**src/rtl/uart_pkg.sv**
```systemverilog
// Shared UART definitions: transmitter state encoding and baud divisor helper,
// common to the TX path and the planned RX path.
package uart_pkg;

   typedef enum logic [2:0] {
      IDLE,
      POP,
      LOAD,
      START,
      DATA,
      STOP
   } uart_tx_state_e;

   function automatic int baud_div(input int clk_freq, input int baud_rate);
      return clk_freq / baud_rate;
   endfunction

endpackage

```
**src/rtl/uart_baud_counter.sv**
```systemverilog
// Bit-period timer: counts 0..DIV-1 while enabled and flags the last cycle of
// each bit period; clear holds it at zero between frames.
module uart_baud_counter
   import uart_pkg::*;
#(
   parameter int DIV = 10
) (
   input  logic clk,
   input  logic reset,
   input  logic clear,
   input  logic en,
   output logic tick
);

   localparam int            CW   = (DIV > 1) ? $clog2(DIV) : 1;
   localparam logic [CW-1:0] LAST = CW'(DIV - 1);

   logic [CW-1:0] cnt_q, cnt_d;

   always_comb begin
      cnt_d = cnt_q;
      if (clear) begin
         cnt_d = '0;
      end else if (en) begin
         cnt_d = (cnt_q == LAST) ? '0 : cnt_q + 1'b1;
      end
   end

   always_ff @(posedge clk) begin
      if (reset) begin
         cnt_q <= '0;
      end else begin
         cnt_q <= cnt_d;
      end
   end

   assign tick = en && !clear && (cnt_q == LAST);

endmodule

```
**src/rtl/uart_tx_fifo.sv**
```systemverilog
// 8N1 UART transmitter that pops bytes from a synchronous FIFO with a
// one-cycle registered read and shifts them out LSB first on a registered tx.
module uart_tx_fifo
   import uart_pkg::*;
#(
   parameter int CLK_FREQ   = 100_000_000,
   parameter int BAUD_RATE  = 115_200,
   parameter int DATA_WIDTH = 8
) (
   input  logic                  clk,
   input  logic                  reset,
   input  logic                  fifo_empty,
   output logic                  fifo_pop,
   input  logic [DATA_WIDTH-1:0] fifo_data,
   output logic                  tx,
   output logic                  tx_busy
);

   localparam int            BAUD_DIV = baud_div(CLK_FREQ, BAUD_RATE);
   localparam int            BW       = (DATA_WIDTH > 1) ? $clog2(DATA_WIDTH) : 1;
   localparam logic [BW-1:0] LAST_BIT = BW'(DATA_WIDTH - 1);

   generate
      if (BAUD_DIV < 2) begin : g_bad_baud_div
         $error("uart_tx_fifo: BAUD_DIV must be at least 2");
      end
   endgenerate

   uart_tx_state_e        state_q, state_d;
   logic [DATA_WIDTH-1:0] shift_q, shift_d;
   logic [BW-1:0]         bit_q, bit_d;
   logic                  tx_q, tx_d;
   logic                  baud_clear, baud_en, tick;

   // Timer idles at zero until the start bit so every bit lasts exactly BAUD_DIV.
   assign baud_clear = (state_q == IDLE) || (state_q == POP) || (state_q == LOAD);
   assign baud_en    = !baud_clear;

   uart_baud_counter #(
      .DIV (BAUD_DIV)
   ) u_baud (
      .clk   (clk),
      .reset (reset),
      .clear (baud_clear),
      .en    (baud_en),
      .tick  (tick)
   );

   always_comb begin
      state_d = state_q;
      shift_d = shift_q;
      bit_d   = bit_q;
      unique case (state_q)
         IDLE:    if (!fifo_empty) state_d = POP;
         POP:     state_d = LOAD;
         LOAD: begin
            shift_d = fifo_data;
            bit_d   = '0;
            state_d = START;
         end
         START:   if (tick) state_d = DATA;
         DATA: begin
            if (tick) begin
               shift_d = shift_q >> 1;
               if (bit_q == LAST_BIT) begin
                  bit_d   = '0;
                  state_d = STOP;
               end else begin
                  bit_d = bit_q + 1'b1;
               end
            end
         end
         STOP:    if (tick) state_d = IDLE;
         default: state_d = IDLE;
      endcase

      // tx is decoded from the next state so the flop output lines up with it.
      unique case (state_d)
         START:   tx_d = 1'b0;
         DATA:    tx_d = shift_d[0];
         default: tx_d = 1'b1;
      endcase
   end

   always_ff @(posedge clk) begin
      if (reset) begin
         state_q <= IDLE;
         shift_q <= '0;
         bit_q   <= '0;
         tx_q    <= 1'b1;
      end else begin
         state_q <= state_d;
         shift_q <= shift_d;
         bit_q   <= bit_d;
         tx_q    <= tx_d;
      end
   end

   assign fifo_pop = (state_q == POP);
   assign tx_busy  = (state_q != IDLE);
   assign tx       = tx_q;

endmodule

```
**config.mk**
```make
export PLATFORM = sky130hd
export DESIGN_NAME = uart_tx_fifo
export DESIGN_NICKNAME = d
export VERILOG_FILES = /design/src/rtl/uart_pkg.sv /design/src/rtl/uart_baud_counter.sv /design/src/rtl/uart_tx_fifo.sv
export SDC_FILE = /design/constraint.sdc
export NUM_CORES = 1
export LEC_CHECK = 0
export CORE_UTILIZATION = 60
export DETAILED_ROUTE_END_ITERATION = 16
export DONT_BUFFER_PORTS = 1
export GPL_TIMING_DRIVEN = 0
export PLACE_DENSITY = 0.79
export SYNTH_ARGS = -nofsm -noshare
export SYNTH_HDL_FRONTEND = slang
export SYNTH_SLANG_ARGS = --single-unit
```
**constraint.sdc**
```tcl
create_clock -name clk -period 2.5 [get_ports clk]
set_clock_uncertainty 0.15 [all_clocks]
set_input_delay 0.25 -clock clk [delete_from_list [all_inputs] [get_ports clk]]
set_output_delay 0.25 -clock clk [all_outputs]
set_load 0.05 [all_outputs]
```
Yosys cells after proc, flatten, opt, wreduce, memory -nomap -nowiden
Cells that the tools add are included.

storage, ports and cells
  input port bits = 11
  bits in registers = 25

cells by class
  add/subtract/negate cells = 2
  reduce and logical (&&, ||, !) cells = 9
  mux-type cells = 12
  equal/unequal tests = 10

operator list
  cell                                                  number
  2-to-1 mux 3 bit                                      7
  case mux 3 bit (6 select lines)                       1
  case mux 8 bit (2 select lines)                       1
  equality test 3 bit (second input constant)           4
  adder 10 x 1 -> 10 bit (second input constant)        1
  equality test 10 bit (second input constant)          1
  equality test 3 x 2 -> 1 bit (second input constant)  3
  2-to-1 mux 8 bit                                      1
  case mux 3 bit (2 select lines)                       1
  adder 3 x 1 -> 3 bit (second input constant)          1
  equality test 3 x 1 -> 1 bit (second input constant)  1
  logical NOT 3 bit                                     1
  nonzero test 3 bit                                    1
  OR reduction 3 bit                                    1
  logical OR 1 bit                                      2
  inequality test 2 bit (second input constant)         1
  case mux 1 bit (2 select lines)                       1
  AND reduction 2 bit                                   1
  nonzero test 2 bit                                    1
  logical AND 1 bit                                     1
  logical NOT 1 bit                                     1

Longest topological paths before layout
  depth in word-level cells = 9
  mapped depth = 8
  gate-level depth less buffers = 6

Hierarchy
Synthesis repeated with hierarchy kept, for this count alone.

unflattened totals
  cell total of the unflattened synthesis = 143
  area total of the unflattened synthesis = 1,302.5 µm²

modules (own cells, without submodules)
  module             area an instance (µm²)  instances  cells each
  uart_tx_fifo       797.0                   1          87
  uart_baud_counter  505.5                   1          56

Least setup slack after synthesis
OpenSTA, ideal clock, no wires.

  path kind = flip-flop to flip-flop
  start point = register u_baud.cnt_q[0]
  end point = register bit_q[1]
  cell stages (with the launch flop) = 8
  setup time = 0.070 ns
  slack = 0.580 ns
  period minus slack after synthesis = 1.920 ns
  arrival = 1.700 ns
  cell sequence = dfxtp_1 ha_1 nor3b_2 and4_1 buf_6 nor2_4 or4b_1 a21oi_1

between the ends
  longest elaborated chain between the ends = 4

ends and longest elaborated chain
  what                             line                     text
  start: declaration               uart_baud_counter.sv:18  logic [CW-1:0] cnt_q, cnt_d;
  start signal: assignment         uart_baud_counter.sv:33  cnt_q <= cnt_d;
  equality test 10 bit             uart_baud_counter.sv:37  assign tick = en && !clear && (cnt_q == LAST);
  logical AND 1 bit                uart_baud_counter.sv:37
  inequality test 2 bit (no line)  n/a
  AND reduction 2 bit (no line)    n/a
  end signal: assignment           uart_tx_fifo.sv:94       bit_q <= bit_d;
  end: declaration                 uart_tx_fifo.sv:31       logic [BW-1:0] bit_q, bit_d;

Every way passes these cells.
A chain may end at the register's enable or synchronous reset.

Worst setup path in the final report
Same ends and word-level chain as after synthesis.

==> reports/results.ini <==
[run_status]
status = complete, no violations

[timing]
post-route-min-period_ps = 2170
period_share_pct = 86.9
max_slew_margin_pct = 41.2
hold_viol = 0
final.setup.worst_slack_ps = 327
tightestPinTransition_ps = 878
whs_ps = 68.9
tns_ps = 0
setup_viol = 0
fmax_mhz = 460
report.final.slew_viol_count = 0
rsz0062_at_grt = no

[layout]
final_util_pct = 72.5
diodes = 0
nets = 152
area_growth_pct = 11.2
drive_above_1_share_pct = 8.03
fillerInstances = 160

[min_path]
hold_class = in2reg
min_path_cells = 3

[run]
drv_cap = 0

[placement]
gp_congestion = 0.849
post-place-ws_ps = 384
dp_hpwl_mm = 1.56
port_buffers = 0

[synthesis]
synth-edff-count = 0
synth_nets = 140
yosys-top-cells-area = dfxtp_1 44%, a21oi_1 5.2%, nor2_1 4.9%
avgSynthCellArea_um2 = 9.13
yosysTopAreaCellShare_pct = 43.5
yosysMostFrequentCell = dfxtp_1
synthTopCellsByCount = 25 x dfxtp_1, 15 x nor2_1, 12 x a21oi_1, 10 x nand2_1
synth_top_cell_by_area = dfxtp_1
netlist_area_um2 = 1150
ys_types = 31
syn_inst = 126
ys_ff_latch = 25
async_flop_share_pct = 0
seq_area_frac_synth_pct = 43.5
ys_warn_count = 0
ys.flop_type = dfxtp_1

[route]
met2_length_mm = 1.10
drtPass1Iterations = 4
drt-total-wl_mm = 2.28
wl_met1_mm = 1.05
wl_per_cell_um = 14.1
drc = 0
vias = 921
top_layer = met4
antenna_left = 0
wl_met3_um = 91
drt_iter0_drc = 25
routed_via_density = 5.69

[floorplan]
dieArea_um2 = 2100
rows = 15
initial_core_util_pct = 65.2
pin_count = 14
fp.dieW_um = 45.8
coreArea_um2 = 1760
dieHeight_um = 45.8

[clock_network]
h-tree-depth = 1
tritoncts = yes
cts.sinks = 25
clock_path_buffers = 2
cts_setup_buffers = 0
path_clk_slew_ps = 130
cts_buffers = 3
root_buffer = clkbuf_4
insertion_delay_ps = 320

[global_route]
grt_pass1_wl_mm = 3.66
antenna_found_initial = 0
grtUsageTotal_pct = 24.5
overflow = 0
grt_max_degree = 15
grt_pass1_vias = 857

[worst_setup_path]
reg2reg_from = u_baud.cnt_q[0]$_SDFF_PP0_
rr_worst_depth = 7
path_class = reg2reg
timing.rr.end = bit_q[1]$_SDFFE_PP0P_
crit_required_ps = 2610
cp_max_fo = 9
cp-start-kind = flip-flop
reg2reg_slack_ps = 330
cp-end-kind = flip-flop
cp-endpoint = bit_q[1]$_SDFFE_PP0P_
critical_path_arrival_ps = 2280
crit_start = u_baud.cnt_q[0]$_SDFF_PP0_

[power_and_ir_drop]
peakVddDrop_mv = 0.393
p_leak_nw = 0.478
power.total_w = 0.000683
p_per_area_nw_per_um2 = 534

[how the worst min path moves through the flow]
stage / startpoint / to / slack [ps]
2_1_floorplan: fifo_data[7] / shift_q[7]$_SDFFE_PP0P_ / 260
3_3_place_gp: u_baud.cnt_q[0]$_SDFF_PP0_ / u_baud.cnt_q[0]$_SDFF_PP0_ / 270
3_5_place_dp: u_baud.cnt_q[0]$_SDFF_PP0_ / u_baud.cnt_q[0]$_SDFF_PP0_ / 290
4_1_cts: fifo_data[0] / shift_q[0]$_SDFF_PP0_ / 60
5_1_grt: fifo_data[0] / shift_q[0]$_SDFF_PP0_ / 70
6_report: fifo_data[0] / shift_q[0]$_SDFF_PP0_ / 70
[critical path, stage by stage, from the launching register on]
cell and delay (ps):
dfxtp_1 370, ha_1 280, nor3b_2 240, and4_1 230
buf_6 150, nor2_4 50, or4b_1 480, a21oi_1 150
[power by group]
group	leakage (nW)	total (W)	internal, W	switching, W
sequential	0.203	0.000419	0.000410	0.00000933
clock	0.0177	0.000179	0.0000599	0.000119
combinational	0.258	0.0000851	0.0000341	0.0000510
total	0.478	0.000683	0.000504	0.000180
[registers in the layout, summed over array words and instances (netlist names)]
| register | cells |
|---|---|
| u_baud.cnt_q | 10 |
| state_q | 3 |
| bit_q | 3 |
| tx | 1 |
| shift_q | 8 |
[what timing repair did]
action / in CTS / in global routing
endpoints found under the setup margin: 0 / 0
endpoints found under the hold margin: 7 / 0
gates resized for setup: 0 / 0
hold buffers: 7 / 0
[metal layers]
metal | vias up | global-route usage (%)
li1 | 468 | -
met1 | 419 | 31.6
met2 | 28 | 40.6
met3 | 6 | 3.57
met4 | 0 | 10.6
met5 | - | 0
[area by class of cell]
type | count | area [um2] | share of cell area (%)
multi-input cells | 91 | 589 | 46.1
flip-flops and latches | 25 | 500 | 39.1
repair buffers | 7 | 70.1 | 5.48
plain buffers | 8 | 52.6 | 4.11
well taps | 25 | 31.3 | 2.45
clock buffers | 3 | 22.5 | 1.76
inverters | 2 | 7.51 | 0.587
clock inverters | 1 | 5.00 | 0.391
[through the flow]
stage	std cells	area, um2
floorplan	126	1150
global route	162	1280
global placement	151	1180
detailed placement	151	1180
finish	162	1280
CTS	162	1280
[cells in the final DEF (no fill, tap or decap), types with 2 or more instances in the layout]
master,n
a21oi_1,12
a22oi_1,7
and3_1,4
and4_1,2
buf_6,3
clkbuf_1,5
clkbuf_4,3
dfxtp_1,25
dlygate4sd3_1,7
ha_1,3
inv_1,2
mux2i_1,2
nand2_1,10
nand3_1,7
nor2_1,15
nor3_1,2
nor3b_1,2
nor3b_2,2
or3_1,3
xnor2_1,2
xor2_1,6
[logic make-up after synthesis]
family | synth area share [%]
buffers and inverters | 5.22
AOI/OAI and AO/OA | 12.6
muxes | 1.74
and+or+nand+nor | 27.5
xor gates and xnor gates | 6.09
adders and majority gates | 3.26
DFF | 43.5
(Power assumes the default switching activity.)
